File: config.mk
export PLATFORM = sky130hd
export DESIGN_NAME = fetch_stage
export DESIGN_NICKNAME = d
export VERILOG_FILES = /design/src/rtl/riscv_pkg.sv /design/src/rtl/fetch_skid_buf.sv /design/src/rtl/fetch_stage.sv
export SDC_FILE = /design/constraint.sdc
export NUM_CORES = 1
export LEC_CHECK = 0
export ABC_AREA = 1
export CELL_PAD_IN_SITES_DETAIL_PLACEMENT = 1
export CELL_PAD_IN_SITES_GLOBAL_PLACEMENT = 2
export CORE_MARGIN = 4
export CORE_UTILIZATION = 33
export CTS_CLUSTER_SIZE = 30
export DETAILED_ROUTE_END_ITERATION = 8
export PLACE_DENSITY = 0.88
export REMOVE_ABC_BUFFERS = 1
export SYNTH_ARGS = -nofsm -noshare
export SYNTH_HDL_FRONTEND = slang
export SYNTH_HIERARCHICAL = 1
export SYNTH_SLANG_ARGS = --single-unit
File: constraint.sdc
create_clock -name clk -period 11.9 [get_ports clk]
set_input_delay 2.38 -clock clk [delete_from_list [all_inputs] [get_ports clk]]
set_output_delay 2.38 -clock clk [all_outputs]
set_load 0.02 [all_outputs]
File: src/rtl/riscv_pkg.sv
// Shared definitions for the pipelined RV32I core.
//   XLEN          : architectural register / address width
//   NOP_INSTR     : canonical bubble word, addi x0,x0,0
//   fetch_state_t : fetch request sequencer states
//   if_id_t       : contents of the IF/ID pipeline register
package riscv_pkg;

  localparam int XLEN = 32;
  localparam logic [XLEN-1:0] NOP_INSTR = 32'h0000_0013;

  typedef enum logic [1:0] {
    IDLE,  // no request in flight, waiting to be unblocked
    REQ,   // request presented, waiting for imem ready
    WAIT   // one live request accepted, waiting for its response
  } fetch_state_t;

  typedef struct packed {
    logic            valid;
    logic [XLEN-1:0] ins;
    logic [XLEN-1:0] pc;
    logic [XLEN-1:0] pc_plus4;
  } if_id_t;

endpackage

File: src/rtl/fetch_skid_buf.sv
// Single-entry holding register for an instruction word that returns from
// imem while decode is stalled.
//   clk, rst_n : clock, asynchronous active-low reset
//   push       : capture din (only when empty)
//   pop        : release the entry (dout is valid while full)
//   flush      : drop the entry (redirect)
//   din, dout  : IF/ID-shaped entry in / out
//   full       : entry holds a word
module fetch_skid_buf
  import riscv_pkg::*;
(
  input  logic   clk,
  input  logic   rst_n,
  input  logic   push,
  input  logic   pop,
  input  logic   flush,
  input  if_id_t din,
  output if_id_t dout,
  output logic   full
);

  if_id_t entry_q;

  always_ff @(posedge clk or negedge rst_n) begin
    if (!rst_n) begin
      full <= 1'b0;
    end else if (flush) begin
      full <= 1'b0;
    end else if (push) begin
      full <= 1'b1;
    end else if (pop) begin
      full <= 1'b0;
    end
  end

  // NOTE: the payload is deliberately left out of reset; 'full' qualifies it,
  // so its post-reset contents are never observed.
  always_ff @(posedge clk) begin
    if (push) begin
      entry_q <= din;
    end
  end

  assign dout = entry_q;

endmodule

File: src/rtl/fetch_stage.sv
// Instruction-fetch stage plus IF/ID pipeline register.
//   clk, rst_n          : clock, asynchronous active-low reset
//   stall               : hazard unit holds IF/ID (returning words go to the skid)
//   redirect_valid/_pc  : taken branch/jump from EX, highest priority
//   imem_req_*          : word request channel (one live request at most)
//   imem_rsp_*          : in-order response channel, >= 1 cycle after accept
//   id_valid/_ins/_pc/_pc_plus4 : IF/ID register toward decode
module fetch_stage
  import riscv_pkg::*;
#(
  parameter int               WIDTH    = XLEN,
  parameter logic [WIDTH-1:0] RESET_PC = '0,
  parameter logic [WIDTH-1:0] NOP      = NOP_INSTR
) (
  input  logic             clk,
  input  logic             rst_n,
  input  logic             stall,
  input  logic             redirect_valid,
  input  logic [WIDTH-1:0] redirect_pc,
  output logic             imem_req_valid,
  output logic [WIDTH-1:0] imem_req_addr,
  input  logic             imem_req_ready,
  input  logic             imem_rsp_valid,
  input  logic [WIDTH-1:0] imem_rsp_data,
  output logic             id_valid,
  output logic [WIDTH-1:0] id_ins,
  output logic [WIDTH-1:0] id_pc,
  output logic [WIDTH-1:0] id_pc_plus4
);

  localparam logic [WIDTH-1:0] STEP   = WIDTH'(4);
  localparam if_id_t           BUBBLE = '{valid: 1'b0, ins: NOP, pc: '0, pc_plus4: '0};

  fetch_state_t     state_q, state_d;
  logic [WIDTH-1:0] pc_q, pc_d;
  logic [WIDTH-1:0] rsp_pc_q;
  // Count of stale responses still to come back from requests orphaned by a
  // redirect. Capped at 2 by holding off new requests while it is 2.
  logic [1:0]       discard_q, discard_d;
  if_id_t           if_id_q, if_id_d;

  logic   accept;
  logic   rsp_stale;
  logic   rsp_live;
  logic   skid_full;
  if_id_t skid_out;
  if_id_t rsp_entry;

  // A redirect withdraws the pending request in the same cycle so the memory
  // never accepts a fetch from the wrong path.
  assign imem_req_valid = (state_q == REQ) && !redirect_valid && (discard_q != 2'd2);
  assign imem_req_addr  = pc_q;
  assign accept         = imem_req_valid && imem_req_ready;

  // Responses are in order, so stale ones always arrive before the live one.
  // Anything arriving outside WAIT (e.g. straight after reset) is ignored.
  assign rsp_stale = imem_rsp_valid && (discard_q != 2'd0);
  assign rsp_live  = imem_rsp_valid && (discard_q == 2'd0) && (state_q == WAIT) && !redirect_valid;

  assign rsp_entry = '{valid: 1'b1, ins: imem_rsp_data, pc: rsp_pc_q, pc_plus4: rsp_pc_q + STEP};

  fetch_skid_buf u_skid (
    .clk   (clk),
    .rst_n (rst_n),
    .push  (rsp_live && stall),
    .pop   (!stall && !redirect_valid),
    .flush (redirect_valid),
    .din   (rsp_entry),
    .dout  (skid_out),
    .full  (skid_full)
  );

  // NOTE: every next-state variable gets its hold value first, so no path
  // through this block can leave one unassigned and infer a latch.
  always_comb begin
    state_d   = state_q;
    pc_d      = pc_q;
    discard_d = discard_q;
    if_id_d   = if_id_q;

    if (rsp_stale) begin
      discard_d = discard_q - 2'd1;
    end

    if (redirect_valid) begin
      state_d = REQ;
      pc_d    = redirect_pc & ~WIDTH'(3);
      if_id_d = BUBBLE;
      // The live request is orphaned unless its response is arriving now.
      if (state_q == WAIT && !(imem_rsp_valid && discard_q == 2'd0)) begin
        discard_d = discard_d + 2'd1;
      end
    end else begin
      unique case (state_q)
        IDLE: if (!(stall && skid_full)) state_d = REQ;
        REQ: begin
          if (accept) begin
            state_d = WAIT;
            pc_d    = pc_q + STEP;
          end
        end
        WAIT: if (rsp_live) state_d = stall ? IDLE : REQ;
        default: state_d = IDLE;
      endcase

      if (!stall) begin
        if (skid_full) begin
          if_id_d = skid_out;
        end else if (rsp_live) begin
          if_id_d = rsp_entry;
        end else begin
          if_id_d = BUBBLE;
        end
      end
    end
  end

  // NOTE: state registers use non-blocking assignments so every flop samples
  // the pre-edge values regardless of statement order.
  always_ff @(posedge clk or negedge rst_n) begin
    if (!rst_n) begin
      state_q   <= IDLE;
      pc_q      <= RESET_PC;
      rsp_pc_q  <= '0;
      discard_q <= '0;
      if_id_q   <= BUBBLE;
    end else begin
      state_q   <= state_d;
      pc_q      <= pc_d;
      discard_q <= discard_d;
      if_id_q   <= if_id_d;
      if (accept) begin
        rsp_pc_q <= pc_q;
      end
    end
  end

  assign id_valid    = if_id_q.valid;
  assign id_ins      = if_id_q.ins;
  assign id_pc       = if_id_q.pc;
  assign id_pc_plus4 = if_id_q.pc_plus4;

endmodule

==> flow_results.org, run 1 <==
** Final layout
- Area overhead of the layout relative to synthesis :: 27.5%
- After the last flow step, the layout net total stands at 1578.
- 0 antenna diodes ended up in the layout.
- Utilization after layout :: 0.429
- After the flow finishes, the layout carries non-filler instances totaling 1989.
- Summed area of non-filler cells in the final layout :: 0.0153 mm²
- In the final layout, the share of cells above drive strength 1 is 0.0713.
- After filler insertion, the fill cell instance count of the layout stands at 4134.

** STA
- Slew margin rel. :: 0.293
- Peak clock frequency supported by timing :: 151 MHz
- Setup clock skew after layout :: 0.0131 ns
- At the pin with the least slew margin, the transition time is 1.06 ns.
- Worst-case hold slack :: 0.473 ns
- The count of pins over their slew limit came to 0.
- Final setup vio count :: 0
- Share of the cycle needed by the critical path after routing :: 0.557
- For the final routed database, the setup TNS stands at 0 ns.
- Min Clock Period, post-route :: 6.63 ns
- Post-layout worst setup margin :: 5.27 ns
- Final hold violations :: 0
- Setup repair after global routing left no endpoint under its margin.

** Drt
- Starting DRC count in detailed routing :: 397
- WL/cell :: 18.2 µm
- For this run, design rule violations remaining after detail routing come to 0.
- Total routed wirelength :: 36200 µm
- Final ANT Viol Nets :: 0
- Number of iterations in the first detailed-routing pass :: 5
- In the routed layout, each cell is associated on average with a via count of 4.89.
- The final route contains 9724 vias.

** Power
- Power density over the cells :: 163 mW/mm²
- In this run the static leakage power is 6.63 nW.
- For this design the total switching power over the nets is 778 µW.
- Total power :: 2.49 mW
- Clock group share of total power :: 0.361
- Of the total power, the share spent switching nets is 0.312.
- IR analysis of the VDD net gives a maximum drop of 0.000108 V.
- Cell internal power was estimated by the tool at 1.71 mW.
- Portion of total power attributed to sequential cells :: 0.468
- Share of total power in combinational logic :: 0.171

** Global route
- Across every metal layer, demand over resource in global routing totals 0.181.
- Largest net degree at the start of global routing :: 102
- The number of global-route vias before repair came to 10200.
- The number of antenna violations at the first check in global routing came to 0.
- The first global-routing pass estimated 57500 µm of wire.
- Final global-route overflow total :: 0

** Run status
- Outcome :: completed

** Setup path
- The most critical setup path has its startpoint at redirect_valid.
- Peak per-stage delay on the critical path :: 0.53 ns
- STA puts the critical path data required time at 9.52 ns.
- Among the stages of the critical path, the cell type that occurs most often is clkdlybuf4s50_1.
- The cell family contributing the most delay on the critical path is buffers and inverters.
- Buffer and inverter count on the worst path :: 4
- The critical path crosses 6 cells after its start point.
- For the worst setup path, the data arrival time is 4.25 ns.
- Crit. End Element :: output port
- Largest fanout on the critical path :: 27
- On the critical path, the stage with the largest delay is an instance of clkdlybuf4s50_1.
- Chain of cells forming the critical path :: clkdlybuf4s50_1 -> buf_4 -> clkinv_4 -> nand3_2 -> nor2_4 -> clkdlybuf4s50_1
- Startpoint of the worst register-to-register path :: discard_q[0]
- Sort of element at the start of the critical path :: primary input
- The endpoint identified for the worst register-to-register timing path is id_pc_plus4[10].
- Kind of critical path :: primary input to output port
- Depth of the most critical reg-to-reg path :: 9
- The most critical setup path has its endpoint at imem_req_valid.
- In this run the register-to-register setup slack is 9.08 ns.

** Logic synthesis
- Most frequently used flop master after synthesis :: dfrtp_1
- Fraction of post-synthesis cell area in the top cell type by area :: 0.331
- dfrtp_1 takes more of the synthesized area than any other cell.
- Of the synthesized area, sequential elements account for 0.580.
- By area the synthesized netlist is led by dfrtp_1 (33%), edfxtp_1 (24%), nand2_1 (15%).
- Register bit count reported by yosys :: 259
- EDFF count, synth :: 97
- Total number of yosys warnings :: 6
- Post-synthesis area per instance :: 9.09 µm²
- Of all flip-flops after synthesis, the portion carrying an async set or reset was 0.625.
- Post-synthesis share of cell area spent on full adders, half adders and majority gates :: 0.00417
- Most common library cells after synthesis :: nand2_1 (486), dfrtp_1 (159), edfxtp_1 (97)
- In this run the cell area of the synthesized design comes to 0.0120 mm².
- The compound-cell area share of the yosys netlist was 0.110.
- By area, the combinational part of the netlist is dominated by simple AND/OR/NAND/NOR gates.
- Fraction of synthesized cell area in xor and xnor cells :: 0.0185
- Post-synthesis mux area share :: 0
- Simple-gate share of the synthesized area :: 0.234
- Number of standard cells after synthesis :: 1321
- Most frequently used cell type in the post-synthesis netlist :: nand2_1
- Unique cell type count in the Yosys netlist :: 52

** Place
- Placer's final routability congestion estimate :: 0.839
- Post-detail-place hpwl :: 24700 µm
- Placed Instance Area :: 0.0143 mm²
- Post-Place Worst Slack :: 5.21 ns
- Buffers placed on the I/O ports in this run total 195.
- Inst Count DP :: 1933

** Clock tree
- The clock net in this run drives a total of 259 sinks.
- Clock tree from TritonCTS :: built
- CTS H-tree depth :: 1
- Number of clock buffers inserted by TritonCTS :: 30
- CTS-repair resized insts :: 0
- The number of hold buffers added after CTS was 0.
- Clock Latency Late Sink :: 0.55 ns
- The clock passes through at most 3 buffers.
- Clock-pin slew was measured on the worst setup and hold paths at 0.06 ns.
- CTS Root Buffer Type :: clkbuf_16
- Post-CTS setup buffer count :: 0

** Worst hold path
- Hold Startpoint :: id_ins[21]
- The worst hold path belongs to the class flop to flop.

** Die
- The die covers 0.0395 mm².
- Starting Density :: 0.336
- Ports placed on the boundary :: 200
- Placeable core area :: 0.0357 mm²
- Die height :: 199 µm
- Number of rows in the core area :: 69
- Width of the die :: 199 µm

** Flow run
- Max-cap violations :: 0
-- worst register-to-register path, stage by stage (launching register included) --
cell and delay [ns]:
dfrtp_1 0.39, inv_1 0.09, ha_1 0.17, nand2_1 0.10, inv_1 0.11, nand4_2 0.59
inv_2 0.17, buf_4 0.63, a21boi_0 0.26, o21ai_0 0.22
-- cell type report --
cell class	instances	area (µm²)	area share
clock buffers	41	865	0.0564
clock inverters	15	105	0.00686
inverters	87	333	0.0217
multi-input cells	922	4440	0.290
flip-flops and latches	259	6970	0.455
well taps	461	577	0.0377
repair buffers	204	2020	0.132
-- cells by family after synthesis --
logic type	after synthesis
AO/OA/AOI/OAI	211
XOR/XNOR	22
adder cells (fa/ha/maj)	4
buffers and inverters	145
flip-flops	259
other	2
AND/OR/NAND/NOR	678
-- cells in the final DEF, fill, tap and decap left out, drive strengths merged, types with 21 or more instances in the layout --
cell type	netlist	layout
xor2	21	21
clkbuf	31	41
a22o	23	23
a21oi	46	46
edfxtp	97	97
clkdlybuf4s50	0	194
inv	85	84
nand3	53	53
dfrtp	159	159
a21o	37	37
nor2	104	104
nand2	496	496
o21ai	78	78
-- how the worst min path moves through the flow --
| stage | end | slack (ns) | cells after the start |
|---|---|---|---|
| after global placement | id_ins[29] | 0.46 | 1 |
| after global routing | id_ins[8] | 0.49 | 1 |
| after detailed placement | id_ins[21] | 0.46 | 1 |
| final | id_ins[21] | 0.47 | 1 |
| after CTS | id_ins[21] | 0.48 | 1 |
| after floorplan | u_skid/dout[63] | 0.47 | 0 |
-- layer usage --
layer / share of wire / global-route usage
met5: 0 / 0
met4: 0.018 / 0.0367
met3: 0.055 / 0.0315
met2: 0.45 / 0.293
met1: 0.47 / 0.258
-- power groups by stage --
stage / Combinational (mW) / Clock [mW] / Sequential, mW
2_1_floorplan: 0.239 / 0 / 1.15
3_3_place_gp: 0.419 / 0 / 1.17
3_5_place_dp: 0.433 / 0 / 1.18
4_1_cts: 0.436 / 0.924 / 1.16
5_1_grt: 0.490 / 0.965 / 1.18
6_report: 0.427 / 0.898 / 1.17
-- state kept, by name (all words and copies together), names as in the netlist --
register / count
id_valid: 1
u_skid/dout: 97
id_pc: 32
imem_req_addr: 30
id_pc_plus4: 32
u_skid/full: 1
id_ins: 32
discard_q: 2
state_q: 2
rsp_pc_q: 30
Power figures use the tool's default switching activity.
==> run 2: changes to the inputs <==
--- a/config.mk
+++ b/config.mk
@@ -9,10 +9,10 @@
 export CELL_PAD_IN_SITES_DETAIL_PLACEMENT = 1
 export CELL_PAD_IN_SITES_GLOBAL_PLACEMENT = 2
 export CORE_MARGIN = 4
-export CORE_UTILIZATION = 33
+export CORE_UTILIZATION = 30
 export CTS_CLUSTER_SIZE = 30
 export DETAILED_ROUTE_END_ITERATION = 8
-export PLACE_DENSITY = 0.88
+export PLACE_DENSITY = 0.84
 export REMOVE_ABC_BUFFERS = 1
 export SYNTH_ARGS = -nofsm -noshare
 export SYNTH_HDL_FRONTEND = slang
==> constraint.sdc (replaced) <==
create_clock -name clk -period 5.5 [get_ports clk]
set_input_delay 1.1 -clock clk [delete_from_list [all_inputs] [get_ports clk]]
set_output_delay 1.1 -clock clk [all_outputs]
set_load 0.02 [all_outputs]
==> flow_results.org, run 2 (synthesis results as in run 1) <==
** Clock tree
- Maximum number of buffers from clock root to sink :: 3
- Reg clk slew, reported paths :: 0.06 ns
- Clock Latency Late Sink :: 0.56 ns
- Clock tree from TritonCTS :: built
- Number of clock buffers inserted by TritonCTS :: 30
- Post-CTS setup buffer count :: 0
- CTS-repair resized insts :: 0
- In this run the number of H-tree levels came out at 1.
- Counting every sink on the clock net gives 259.
- CTS placed an instance of clkbuf_16 at the clock tree root.
- After clock tree synthesis, the flow added hold-fix buffers numbering 0.

** STA
- Number of max-slew violations in the final report :: 0
- Setup violations remaining at the end of the flow were counted as 0.
- In the finished design, the share of the clock period the worst path needs comes to 0.697.
- Hold timing on the final database bottoms out at a slack of 0.476 ns.
- Peak clock frequency supported by timing :: 261 MHz
- Final hold violations :: 0
- After routing, the total negative slack on setup checks comes to 0 ns.
- Post-layout worst setup margin :: 1.66 ns
- Across the routed clock network, the largest skew measured is 0.00997 ns.
- Slew of the pin with the lowest slew margin :: 1.18 ns
- Measured against its own limit, the worst slew margin works out to 0.214.
- The worst path in the final design needs a cycle of 3.84 ns, including I/O delays and setup.
- Unrepaired setup endpoints after global routing :: false

** Power
- Of the total power, the share spent switching nets is 0.315.
- Of the total power, combinational logic draws 0.172.
- For this design the static power due to leakage is 6.65 nW.
- Portion of total power attributed to sequential cells :: 0.465
- Power density over the cells :: 351 mW/mm²
- In this run the power spent charging and discharging nets is 1.71 mW.
- The internal power of the cells totals 3.72 mW.
- IR drop worst, VDD :: 0.000175 V
- The share of total power dissipated in the clock network is 0.363.

** Run status
- The flow ran to the end, and the final reports show no timing, DRC or antenna violations.

** Die
- Placeable core area :: 0.0396 mm²
- For this configuration, the core starts out at a cell density of 0.303.
- Die height :: 208 µm
- Die Area :: 0.0433 mm²
- Ports placed on the boundary :: 200
- Measured along the x axis, the die boundary spans 208 µm.
- In this run the core area contains 73 standard-cell rows.

** Final layout
- Of the cells placed in the final design, the portion with a size suffix greater than 1 is 0.0712.
- Utilization after layout :: 0.390
- Leading cell types in the layout, fill and taps excluded :: nand2_1 (486), clkdlybuf4s50_1 (194), dfrtp_1 (158)
- Leading cell type in the layout, fill and taps excluded :: nand2_1
- Area overhead of the layout relative to synthesis :: 28.8%
- The net count of the finished layout is 1580.
- 0 antenna diodes ended up in the layout.
- The register with the most flip-flops in the layout has 97 of them.

** Place
- At the end of routability-driven placement, the weighted congestion stood at 0.862.
- Post-detail-place hpwl :: 25500 µm
- Prior to clock tree synthesis, the placed netlist has a worst setup slack of 1.65 ns.
- In this run the tool buffered the top-level ports with 195 buffer cells.

** Flow run
- Max-cap violations :: 0

** Setup path
- Largest fanout on the critical path :: 27
- Chain of cells forming the critical path :: clkdlybuf4s50_1 -> clkinv_4 -> nand3_2 -> nor2_4 -> clkdlybuf4s50_1
- In this design, the stage delay of the slowest critical-path cell is 0.63 ns.
- The cell that appears most often on the critical path is clkdlybuf4s50_1.
- Arrival time of data at the critical path endpoint :: 2.74 ns
- Kind of critical path :: primary input to output port
- Sort of element at the start of the critical path :: primary input
- For the worst setup path, the data required time is 4.40 ns.
- The largest individual stage delay along the critical path comes from the cell clkdlybuf4s50_1.
- Crit. End Element :: output port

** Global route
- First-pass GRT wire length :: 59500 µm
- Across every metal layer, demand over resource in global routing totals 0.169.
- The number of global-route vias before repair came to 10500.
- Final global-route overflow total :: 0
- The number of antenna violations at the first check in global routing came to 0.
- Largest net degree at the start of global routing :: 99

** Drt
- In the routed design, unresolved DRC markers number 0.
- In this run, the number of DRC markers left after iteration 0 of detailed routing was 476.
- The final layout contains routed wiring with a total length of 37300 µm.
- Using the TritonRoute via totals, the vias-per-cell ratio works out to 4.75.
- WL/cell :: 18.2 µm
- The first detailed-routing pass took 5 iterations.
- The detail route stage leaves a number of antenna-violating nets equal to 0.
- The routed layout has 9751 vias.

** Worst hold path
- Class of the tightest hold or removal check :: flop to flop
-- run 2: worst paths after layout --
| kind | from | slack, ns | depth (start not counted) | endpoint |
|---|---|---|---|---|
| max | redirect_valid | 1.66 | 5 | imem_req_valid |
| max in group asynchronous | rst_n | 3.89 | 2 | u_skid/full |
| min in group asynchronous | rst_n | 0.64 | 1 | id_ins[6] |
| min reg2reg | id_ins[3] | 0.48 | 1 | id_ins[3] |
| min | id_ins[3] | 0.48 | 1 | id_ins[3] |
| max reg2reg | discard_q[0] | 3.05 | 11 | id_ins[12] |
-- run 2: stage by stage --
step | area, µm² | total power [mW] | instances
floorplan | 11700 | 3.01 | 1268
global placement | 14500 | 3.46 | 1999
detailed placement | 14500 | 3.50 | 1999
CTS | 15500 | 5.51 | 2055
global route | 15500 | 5.74 | 2055
finish | 15500 | 5.43 | 2055
-- run 2: layout make-up --
class	count	area, µm²
fillers	4599	24200
inverters	87	333
clock inverters	13	100
repair buffers	206	2090
clock buffers	43	882
flip-flops and latches	259	6970
multi-input cells	922	4440
well taps	525	657
-- run 2: power groups by stage --
stage / clock [mW] / combinational, mW / sequential [mW]
after detailed placement: 0 / 0.947 / 2.56
after CTS: 2.03 / 0.955 / 2.52
after global routing: 2.12 / 1.07 / 2.56
final: 1.97 / 0.936 / 2.53
after floorplan: 0 / 0.518 / 2.50
after global placement: 0 / 0.913 / 2.55
-- run 2: routing by layer --
layer  global-route usage  routed length, µm  up-vias
met2                0.281              17100      224
met3               0.0258               1690       47
li1                     -                  -     4688
met5                    0                  0        -
met4               0.0399                812        0
met1                0.235              17700     4792
-- run 2: critical path: cells and delay by family --
kind	cells	cell delay, ns
AND/OR/NAND/NOR	2	0.30
buffers and inverters	3	1.32
==> run 3: changes to the inputs <==
--- a/config.mk
+++ b/config.mk
@@ -9,10 +9,10 @@
 export CELL_PAD_IN_SITES_DETAIL_PLACEMENT = 1
 export CELL_PAD_IN_SITES_GLOBAL_PLACEMENT = 2
 export CORE_MARGIN = 4
-export CORE_UTILIZATION = 30
+export CORE_UTILIZATION = 33
 export CTS_CLUSTER_SIZE = 30
 export DETAILED_ROUTE_END_ITERATION = 8
-export PLACE_DENSITY = 0.84
+export PLACE_DENSITY = 0.88
 export REMOVE_ABC_BUFFERS = 1
 export SYNTH_ARGS = -nofsm -noshare
 export SYNTH_HDL_FRONTEND = slang
==> constraint.sdc (replaced) <==
create_clock -name clk -period 4 [get_ports clk]
set_input_delay 0.8 -clock clk [delete_from_list [all_inputs] [get_ports clk]]
set_output_delay 0.8 -clock clk [all_outputs]
set_load 0.02 [all_outputs]
==> flow_results.org, run 3 (synthesis results as in run 1) <==
** Run status
- The flow ran to the end, and the final reports show no timing, DRC or antenna violations.

** Clock tree
- CTS Hold Bufs :: 0
- Clock tree from TritonCTS :: built
- Clk sink count :: 259
- CTS-repair resized insts :: 0
- After clock tree synthesis, the setup repair step added 0 buffers.
- Reg clk slew, reported paths :: 0.06 ns
- Clock tree synthesis selected as its root buffer the cell clkbuf_16.
- The longest clock path from root to sink contains 3 buffers.
- Number of clock buffers inserted by TritonCTS :: 29
- The clock reaches the later pin of the worst-skew pair after 0.55 ns.
- CTS H-tree depth :: 1

** Final layout
- The library cell used most frequently in the layout, excluding fill and tap cells, is nand2_1.
- For this run, the post-layout net count is 1585.
- Flip-flop count of the largest register, all copies and words added :: 97
- In the final layout, the share of cells above drive strength 1 is 0.0718.
- 0 antenna diodes ended up in the layout.
- Area overhead of the layout relative to synthesis :: 28.2%
- Fillcell total :: 4108
- The top cell types in the final layout, fill and taps aside, are nand2_1 (486), clkdlybuf4s50_1 (194), dfrtp_1 (158).

** STA
- Min Clock Period, post-route :: 3.23 ns
- Slew of the pin with the lowest slew margin :: 0.766 ns
- After routing, the total negative slack on setup checks comes to 0 ns.
- Final setup vio count :: 0
- Final hold violations :: 0
- Unrepaired setup endpoints after global routing :: false
- Headroom to the max-slew limit came out at 0.489.
- The count of pins over their slew limit was 0.
- Across the routed clock network, the largest skew measured is 0.0159 ns.
- Peak clock frequency supported by timing :: 309 MHz
- Share of the cycle needed by the critical path after routing :: 0.808

** Die
- In this run the core area contains 69 standard-cell rows.
- The total area inside the core boundary comes to 0.0357 mm².
- Die height :: 199 µm
- In this run the count of I/O pins placed on the die edge is 200.
- The initial utilization of the core area, before any placement, comes to 0.336.
- Measured along the x axis, the die boundary spans 199 µm.
- Die Area :: 0.0395 mm²

** Global route
- Initial antenna violation count :: 0
- All-Layer GR Usage :: 0.183
- The first global-routing pass estimated 58300 µm of wire.
- Final global-route overflow total :: 0
- Number of global-route vias before repair :: 10200
- Entering global routing, the biggest net connects 99 pins.

** Setup path
- Arrival time of data at the critical path endpoint :: 2.43 ns
- Largest fanout on the critical path :: 27
- Crit. End Element :: output port
- At the worst endpoint, the required time is 3.20 ns.
- The critical path is of the primary input to output port type.
- Sort of element at the start of the critical path :: primary input

** Power
- VDD sags by at most 0.000266 V.
- For this design the ratio of total power to cell area is 479 mW/mm².
- Summed over all cells, the static leakage comes to 6.66 nW.
- The design draws 7.37 mW.

** Drt
- Final ANT Viol Nets :: 0
- Drt via density :: 4.92
- In the routed design, unresolved DRC markers number 0.
- Starting DRC count in detailed routing :: 426
- For this block, the routed nets add up to 37000 µm of wire.
- For this block, the via count after detailed routing is 9814.
- For this run, the detailed router's first-pass iteration total came to 5.
- Dividing the detail-routed wire length by the instance count gives 18.5 µm.

** Worst hold path
- Class of the tightest hold or removal check :: primary input to async pin

** Place
- Post-detail-place hpwl :: 25700 µm
- PortBufs :: 195
- At the end of routability-driven placement, the weighted congestion stood at 0.838.

** Flow run
- Across the run, the number of max-cap violations was 0.
-- run 3: cell count changes in the layout (fill, tap and decap cells not counted), moves of 2 or more --
| cell | change |
|---|---|
| buf_4 | +6 |
| clkbuf_16 | -2 |
| clkbuf_8 | +5 |
| clkinv_2 | -5 |
| clkinvlp_4 | -2 |
-- run 3: path summary, 6_finish.rpt --
| kind | slack, ns | startpoint | cells past startpoint | endpoint |
|---|---|---|---|---|
| worst min register to register | 0.48 | id_pc[11] | 1 | id_pc[11] |
| worst min-delay path | 0.27 | rst_n | 1 | id_ins[5] |
| worst max register to register | 1.93 | u_skid/full | 4 | id_pc_plus4[10] |
| worst max-delay path | 0.77 | redirect_valid | 5 | imem_req_valid |
| max in group asynchronous | 2.61 | rst_n | 3 | discard_q[1] |
| min in group clk | 0.48 | id_pc[11] | 1 | id_pc[11] |
-- run 3: where the power goes --
group / internal [mW] / switching, mW / total [mW]
registers: 3.07 / 0.406 / 3.47
logic: 0.463 / 0.824 / 1.29
clock network: 1.53 / 1.08 / 2.61
-- run 3: critical path, cell delays in order --
cell and delay [ns]:
clkdlybuf4s50_1 0.46, clkinv_4 0.23, nand3_2 0.14, nor2_4 0.16, clkdlybuf4s50_1 0.63
-- run 3: cell type report --
class	count	area (µm²)	share of cell area
Clock buffer	47	905	0.0588
Clock inverter	6	33.8	0.00219
Inverter	87	333	0.0216
Multi-Input combinational cell	922	4440	0.289
Sequential cell	259	6970	0.453
Tap cell	461	577	0.0375
Timing Repair Buffer	212	2130	0.138
-- run 3: stage by stage --
stage | cells | util | hold slack (ns) | setup slack (ns) | area, µm²
2_1_floorplan | 1268 | - | 0.469 | -7.21 | 11700
3_3_place_gp | 1941 | 0.405 | 0.458 | 0.699 | 14500
3_5_place_dp | 1941 | 0.405 | 0.467 | 0.641 | 14500
4_1_cts | 1994 | 0.431 | 0.316 | 0.733 | 15400
5_1_grt | 1994 | 0.431 | 0.331 | 0.676 | 15400
6_report | 1994 | 0.431 | 0.267 | 0.768 | 15400
-- run 3: per-layer routing --
layer / vias to the layer above / track usage / share of wire
li1: 4714 / - / -
met1: 4817 / 0.261 / 0.47
met2: 238 / 0.301 / 0.46
met3: 45 / 0.0263 / 0.051
met4: 0 / 0.0367 / 0.019
met5: - / 0 / 0
